<file path="src/rtl/bit_serializer.sv">
// ---------------------------------------------------------------------------
// bit_serializer
//   Parallel-to-serial front end for the bit-stream sequence detectors.
//   Accepts DATA_W-bit words on a valid/ready handshake and emits them
//   MSB-first, one bit per clock, with first/last frame strobes.
//
//   Optional feature macro: BIT_SERIALIZER_SKID_EN
//     When defined, a one-word holding register is added so that frames
//     can be sent back to back with no idle cycle in between.
//
// Parameters
//   DATA_W      word width in bits (>= 2)
//   IDLE_LEVEL  level driven on ser_out while ser_valid is 0
//
// Ports
//   clk        in   system clock, rising edge
//   rst_n      in   synchronous active-low reset
//   par_in     in   parallel word, captured on an accepting edge
//   par_valid  in   upstream offers a word
//   par_ready  out  a word can be accepted this cycle (combinational)
//   ser_out    out  serial data bit (registered)
//   ser_valid  out  ser_out carries a data bit (registered)
//   ser_first  out  current bit is the word MSB (registered)
//   ser_last   out  current bit is the word LSB (registered)
//   busy       out  ser_valid or holding register occupied
// ---------------------------------------------------------------------------
module bit_serializer #(
  parameter int unsigned DATA_W     = 8,
  parameter logic        IDLE_LEVEL = 1'b0
) (
  input  logic              clk,
  input  logic              rst_n,
  input  logic [DATA_W-1:0] par_in,
  input  logic              par_valid,
  output logic              par_ready,
  output logic              ser_out,
  output logic              ser_valid,
  output logic              ser_first,
  output logic              ser_last,
  output logic              busy
);

  localparam int unsigned       CNT_W   = $clog2(DATA_W);
  localparam logic [CNT_W-1:0]  CNT_TOP = CNT_W'(DATA_W - 1);
  localparam logic [CNT_W-1:0]  CNT_ONE = CNT_W'(1);

  typedef enum logic {
    ST_IDLE  = 1'b0,
    ST_SHIFT = 1'b1
  } state_t;

  state_t              r_state;
  logic [DATA_W-1:0]   r_shift;
  logic [CNT_W-1:0]    r_cnt;
  logic                r_ser_valid;
  logic                r_ser_first;
  logic                r_ser_last;

  logic                w_accept;
  logic                w_free;
  logic                w_load;
  logic [DATA_W-1:0]   w_load_word;

  // Shifter can take a new word when idle or while its last bit is on the line
  assign w_free   = (r_state == ST_IDLE) || (r_cnt == '0);
  assign w_accept = par_valid && par_ready;

`ifdef BIT_SERIALIZER_SKID_EN
  logic [DATA_W-1:0]   r_hold;
  logic                r_hold_full;

  assign par_ready   = !r_hold_full && rst_n;
  assign busy        = r_ser_valid || r_hold_full;
  // A held word always takes priority; par_ready is low whenever hold is full
  assign w_load      = w_free && (r_hold_full || w_accept);
  assign w_load_word = r_hold_full ? r_hold : par_in;
`else
  assign par_ready   = (r_state == ST_IDLE) && rst_n;
  assign busy        = r_ser_valid;
  assign w_load      = w_free && w_accept;
  assign w_load_word = par_in;
`endif

  // MSB of the shift register is the line; idle refills keep it at IDLE_LEVEL
  assign ser_out   = r_shift[DATA_W-1];
  assign ser_valid = r_ser_valid;
  assign ser_first = r_ser_first;
  assign ser_last  = r_ser_last;

  // State, shifter, counter and strobes
  always_ff @(posedge clk) begin
    if (!rst_n) begin
      r_state     <= ST_IDLE;
      r_shift     <= {DATA_W{IDLE_LEVEL}};
      r_cnt       <= '0;
      r_ser_valid <= 1'b0;
      r_ser_first <= 1'b0;
      r_ser_last  <= 1'b0;
    end else begin
      if (w_load) begin
        r_state     <= ST_SHIFT;
        r_shift     <= w_load_word;
        r_cnt       <= CNT_TOP;
        r_ser_valid <= 1'b1;
        r_ser_first <= 1'b1;
        r_ser_last  <= 1'b0;
      end else if (w_free) begin
        r_state     <= ST_IDLE;
        r_shift     <= {DATA_W{IDLE_LEVEL}};
        r_cnt       <= '0;
        r_ser_valid <= 1'b0;
        r_ser_first <= 1'b0;
        r_ser_last  <= 1'b0;
      end else begin
        r_shift     <= {r_shift[DATA_W-2:0], IDLE_LEVEL};
        r_cnt       <= r_cnt - CNT_ONE;
        r_ser_first <= 1'b0;
        // Flag the bit for which the counter reaches zero
        r_ser_last  <= (r_cnt == CNT_ONE);
      end
    end
  end

`ifdef BIT_SERIALIZER_SKID_EN
  // Holding register: filled when a word arrives while the shifter is busy
  always_ff @(posedge clk) begin
    if (!rst_n) begin
      r_hold      <= '0;
      r_hold_full <= 1'b0;
    end else if (w_accept && !w_free) begin
      r_hold      <= par_in;
      r_hold_full <= 1'b1;
    end else if (w_free && r_hold_full) begin
      r_hold_full <= 1'b0;
    end
  end
`endif

endmodule

</file>
<file path="config.mk">
export PLATFORM = sky130hd
export DESIGN_NAME = bit_serializer
export DESIGN_NICKNAME = d
export VERILOG_FILES = /design/src/rtl/bit_serializer.sv
export SDC_FILE = /design/constraint.sdc
export NUM_CORES = 1
export LEC_CHECK = 0
export CAP_MARGIN = 10
export CORE_UTILIZATION = 30
export DETAILED_ROUTE_END_ITERATION = 7
export PLACE_DENSITY = 0.58
export SYNTH_ARGS = -nofsm -noshare
export SYNTH_HDL_FRONTEND = slang
export SYNTH_SLANG_ARGS = --single-unit
</file>
<file path="constraint.sdc">
create_clock -name clk -period 2.8 [get_ports clk]
set_clock_uncertainty 0.05 [all_clocks]
set_input_delay 0.28 -clock clk [delete_from_list [all_inputs] [get_ports clk]]
set_output_delay 0.28 -clock clk [all_outputs]
set_load 0.03 [all_outputs]
</file>
==> impl_metrics.yaml, run 1 <==
synth:
  syn_avg_cell_area_sq_um: 10.81
  synth_top_family_by_area: "compound AO/OA/AOI/OAI gates"
  yosysTopAreaCell: "dfxtp_1"
  synthSimpleGateAreaFrac_pct: 6.818
  synthFlopType: "dfxtp_1"
  synth_xor_area_share_pct: 1.446
  syn_inst: 56
  synth_area_sq_um: 605.6
  ys_top_cells_by_count: "inv_1, dfxtp_1, o32ai_2, ha_1, o31ai_1"
  synth_fa_ha_area_share_pct: 6.198
  synth_enable_flop_cells: 0
  post-synth-top-count-cell: "inv_1"
  ys_types: 17
  synthMuxAreaShare_pct: 0
  ys_top_cells_by_area: "dfxtp_1, o32ai_2, inv_1"
  yosysWarnings: 0
  async_reset_ff_share_pct: 0
  yosys_register_bits: 14
  seq_area_frac_synth_pct: 46.28
  synth_compound_area_share_pct: 22.11
  synth.top_cell.area_share_pct: 46.28
  syn-num-nets: 70
timing:
  final.setup.tns_ns: 0
  period_needed_ns: 1.944
  rsz0062_at_grt: "false"
  slew_violations: 0
  relSlewSlack_pct: 60.32
  setup_slack_ns: 0.8556
  finalSetupViolCount: 0
  worst_pin_slew_ns: 0.5934
  fin_crit_sh_pct: 69.44
  hold_violations: 0
  fmax_mhz: 514.3
pwr:
  cellPowerDensity_nw_per_um2: 572.7
  power_frac_comb_pct: 20.0
  p_leak_nw: 0.3186
  peakVddDrop_mv: 0.3894
  clkPwrFrac_pct: 31.9
  finalPower_mw: 0.4543
  seqPwrFrac_pct: 48.1
  p_int_mw: 0.3319
  p_sw_mw: 0.1224
  swShare_pct: 26.93
floorplan:
  coreArea_sq_um: 1802
  rows: 15
  io_pins: 17
  floorplan.initialDensity_pct: 33.61
  die_w_um: 46.93
  die_area_sq_um: 2202
  fp.dieH_um: 46.93
placement:
  preCtsSetupSlack_ns: 0.8425
  dpl.hpwl_um: 672.9
  gp_congestion: 0.6709
  portBuffers: 16
outcome:
  status: "complete, no violations"
cts:
  clk_pin_slew_ns: 0.08
  clk_path_buf_depth: 2
  cts_resized: 0
  post-cts-setup-buffers: 0
  clock_latency_ns: 0.28
  tritoncts: "yes"
  cts-htree-levels: 1
  numCtsBuffers: 3
  cts_root_buf: "clkbuf_4"
  holdBufCountCts: 0
  cts.sinks: 14
flow_run:
  maxCapViolations: 0
global_routing:
  grt_first_pass_wirelength_mm: 1.580
  grt_max_degree: 13
  antenna_found_initial: 0
  grt_usage_pct: 11.04
  overflow: 0
  grt_pass1_vias: 362
critical_path:
  cpMaxStageDelayCell: "clkdlybuf4s50_1"
  crit_arrival_ns: 1.61
  worst_setup_path_end_kind: "output port"
  crit_path_cell_trace: "clkdlybuf4s50_1, nor2b_1, clkdlybuf4s50_1"
  startpoint_type: "primary input"
  path_buf_inv: 2
  cpPeakStageDelay_ns: 0.68
  crit_path_frequent_cell: "clkdlybuf4s50_1"
  required_ns: 2.47
  worst_path_dominant_cell_family: "buffers and inverters"
  crit_fanout: 3
  crit_type: "in -> out"
detailed_routing:
  antenna_left: 0
  wl_per_cell_um: 10.10
  num_vias: 406
  routed_wl_um: 980
  firstDrtPassIters: 4
  drtIter0Drc: 2
  drc: 0
  avgViaCountPerCell: 4.186
final_layout:
  drive_gt1_share_pct: 15.28
  syn_to_final_growth_pct: 30.99
  final_nets: 87
  antennaDiodeCount: 0
min_path:
  hold_path.class: "reg -> reg"
final cells by class:
type,count,area (sq um)
Sequential cell,14,280.3
Timing Repair Buffer,16,160.2
Inverter,17,63.81
Multi-Input combinational cell,21,221.5
Fill cell,184,1008
Tap cell,25,31.28
Clock buffer,4,36.28
power groups by stage:
stage	Clock, mW	Sequential, mW	Combinational [mW]
finish	0.145	0.219	0.0909
global route	0.159	0.220	0.0997
CTS	0.150	0.219	0.0926
detailed placement	0	0.223	0.0916
global placement	0	0.223	0.0915
floorplan	0	0.229	0.0610
placed cells by master (no fill, tap or decap), drive strengths merged:
master / synthesis / final
and3: 1 / 1
clkbuf: 1 / 4
clkdlybuf4s50: 0 / 16
dfxtp: 14 / 14
ha: 3 / 3
inv: 17 / 17
nand2: 1 / 1
nand3b: 1 / 1
nor2b: 2 / 2
nor4b: 1 / 1
o21ai: 1 / 1
o31ai: 3 / 3
o32ai: 7 / 7
xnor2: 1 / 1
routing by layer:
metal  up-vias  global-route usage (%)  share of wire, %
met5         -                       0                 0
met4         0                   3.429                 0
met3         0                   6.923               5.3
met2         8                   17.22                50
met1       185                   12.50                45
li1        213                       -                 -
worst min-delay path, stage by stage, from the launching register on:
cell     delay, ns
dfxtp_1       0.31
inv_1         0.04
o32ai_1       0.07
registers in the layout, summed over array words and instances (netlist names):
name and count:
busy 1, r_cnt 3, r_shift 8, ser_first 1, ser_last 1
cells by family (layout without fill, tap and decap cells):
group,Yosys count,in the layout
and+or+nand+nor,6,6
buffers and inverters,21,37
xor gates and xnor gates,1,1
DFF,14,14
AOI/OAI and AO/OA,11,11
adders and majority gates,3,3
worst paths after layout:
check	start	to	slack [ns]	depth (start not counted)
worst max-delay path	rst_n	par_ready	0.86	3
worst min-delay path	r_shift[2]	r_shift[3]	0.43	2
worst max register to register	r_cnt[0]	r_cnt[2]	1.37	4
worst min register to register	r_shift[2]	r_shift[3]	0.43	2
metrics by stage:
stage | area, sq um | instances | hold slack, ns | util (%)
after floorplan | 605.6 | 56 | 0.3759 | -
after global placement | 757.0 | 93 | 0.4152 | 42.01
after detailed placement | 757.0 | 93 | 0.4070 | 42.01
after CTS | 793.3 | 97 | 0.4292 | 44.03
after global routing | 793.3 | 97 | 0.4529 | 44.03
final | 793.3 | 97 | 0.4292 | 44.03
Note: power is estimated with default switching activity, not from simulation.
==> run 2, diff against run 1 <==
--- a/config.mk
+++ b/config.mk
@@ -8,7 +8,7 @@
 export CAP_MARGIN = 10
 export CORE_UTILIZATION = 30
 export DETAILED_ROUTE_END_ITERATION = 7
-export PLACE_DENSITY = 0.58
+export PLACE_DENSITY = 0.6
 export SYNTH_ARGS = -nofsm -noshare
 export SYNTH_HDL_FRONTEND = slang
 export SYNTH_SLANG_ARGS = --single-unit
==> constraint.sdc (replaced) <==
create_clock -name clk -period 1.75 [get_ports clk]
set_clock_uncertainty 0.05 [all_clocks]
set_input_delay 0.175 -clock clk [delete_from_list [all_inputs] [get_ports clk]]
set_output_delay 0.175 -clock clk [all_outputs]
set_load 0.03 [all_outputs]
==> impl_metrics.yaml, run 2 (synthesis gave the netlist of run 1 again) <==
critical_path:
  path_buf_inv: 1
  crit_type: "reg -> out"
  cpPeakStageDelay_ns: 0.69
  worst_path_dominant_cell_family: "buffers and inverters"
  reg2reg_depth: 5
  crit_arrival_ns: 1.36
  crit_fanout: 5
  r2r-start: "r_cnt[0]"
  required_ns: 1.52
  startpoint_type: "flop"
  worst_setup_path_end_kind: "output port"
  crit_end: "ser_valid"
  r2r-end: "r_cnt[0]"
  crit_cells: 1
  cpMaxStageDelayCell: "clkdlybuf4s50_1"
  rrSetupSlack_ns: 0.45
  crit_path_cell_trace: "clkdlybuf4s50_1"
  critPathLaunch: "busy"
global_routing:
  grt_first_pass_wirelength_mm: 1.628
  grt_usage_pct: 11.07
  grt_max_degree: 13
  antenna_found_initial: 0
  overflow: 0
  grt_pass1_vias: 397
final_layout:
  antennaDiodeCount: 0
  largest_reg_flops: 8
  drive_gt1_share_pct: 18.92
  final_common_cell: "inv_1"
  final_cell_area_sq_um: 805.8
  top_register: "r_shift"
  syn_to_final_growth_pct: 33.06
  final_nets: 89
  reg_top3: "r_shift x8, r_cnt x3"
  fillers: 194
  layout_common_cells: "inv_1, clkdlybuf4s50_1, dfxtp_1"
pwr:
  cellPowerDensity_nw_per_um2: 913.1
  peakVddDrop_mv: 0.5501
  p_leak_nw: 0.3290
floorplan:
  coreArea_sq_um: 1802
  floorplan.initialDensity_pct: 33.61
  fp.dieH_um: 46.93
  die_w_um: 46.93
  die_area_sq_um: 2202
  rows: 15
  io_pins: 17
detailed_routing:
  avgViaCountPerCell: 4.253
  drtIter0Drc: 1
  antenna_left: 0
  routed_wl_um: 995
  drc: 0
  wl_per_cell_um: 10.05
  firstDrtPassIters: 3
  num_vias: 421
cts:
  clk_path_buf_depth: 2
  tritoncts: "yes"
  cts-htree-levels: 1
  numCtsBuffers: 3
  cts_root_buf: "clkbuf_4"
  cts.sinks: 14
  post-cts-setup-buffers: 0
  clk_pin_slew_ns: 0.09
  holdBufCountCts: 0
  clock_latency_ns: 0.28
  cts_resized: 0
timing:
  final.setup.tns_ns: 0
  slew_violations: 0
  rsz0062_at_grt: "false"
  period_needed_ns: 1.583
  fmax_mhz: 631.7
  hold_violations: 0
  worst_pin_slew_ns: 0.4905
  finalSetupViolCount: 0
  fin_crit_sh_pct: 90.46
  relSlewSlack_pct: 67.22
placement:
  gp_congestion: 0.6683
  placed_area_sq_um: 769.5
  portBuffers: 16
  dpl.hpwl_um: 718.2
flow_run:
  maxCapViolations: 0
min_path:
  hold_path.class: "in -> reg"
outcome:
  status: "complete, no violations"
-- run 2: area by class of cell --
| cell class | count | area (sq um) | area share [%] |
|---|---|---|---|
| Multi-Input combinational cell | 21 | 221.5 | 27.48 |
| Inverter | 17 | 63.81 | 7.919 |
| Timing Repair Buffer | 18 | 172.7 | 21.43 |
| Sequential cell | 14 | 280.3 | 34.78 |
| Tap cell | 25 | 31.28 | 3.882 |
| Clock buffer | 4 | 36.28 | 4.503 |
-- run 2: report_power, final --
group / switching [mW] / leakage (nW) / total, mW / internal, mW
Clock: 0.107 / 0.0210 / 0.233 / 0.127
Combinational: 0.0814 / 0.193 / 0.153 / 0.0713
Sequential: 0.0102 / 0.115 / 0.350 / 0.339
Total: 0.198 / 0.329 / 0.736 / 0.537
-- run 2: worst min path at each step --
stage | slack (ns) | cells past startpoint | startpoint | end
4_1_cts | 0.40 | 3 | par_in[3] | r_shift[3]
3_5_place_dp | 0.41 | 2 | r_shift[2] | r_shift[3]
3_3_place_gp | 0.40 | 2 | r_shift[2] | r_shift[3]
2_1_floorplan | 0.27 | 1 | par_valid | r_shift[0]
6_report | 0.40 | 3 | par_in[3] | r_shift[3]
5_1_grt | 0.40 | 3 | par_in[3] | r_shift[3]
-- run 2: per-layer routing --
metal	wire, um	GRT usage, %	vias to the layer above	share of wire [%]
li1	-	-	216	-
met1	430	12.09	196	43
met2	506	16.94	7	51
met3	40	4.615	2	4.0
met4	18	8.571	0	1.8
met5	0	0	-	0
-- run 2: per-stage QoR --
stage / hold slack (ns) / utilization [%] / worst slack [ns] / power, mW / instances
finish: 0.4013 / 44.72 / 0.1669 / 0.7357 / 99
floorplan: 0.2709 / - / 0.4937 / 0.4644 / 56
global placement: 0.3987 / 42.71 / 0.2769 / 0.5106 / 95
global route: 0.3957 / 44.72 / 0.09322 / 0.7754 / 99
detailed placement: 0.4052 / 42.71 / 0.2630 / 0.5128 / 95
CTS: 0.4005 / 44.72 / 0.1508 / 0.7459 / 99
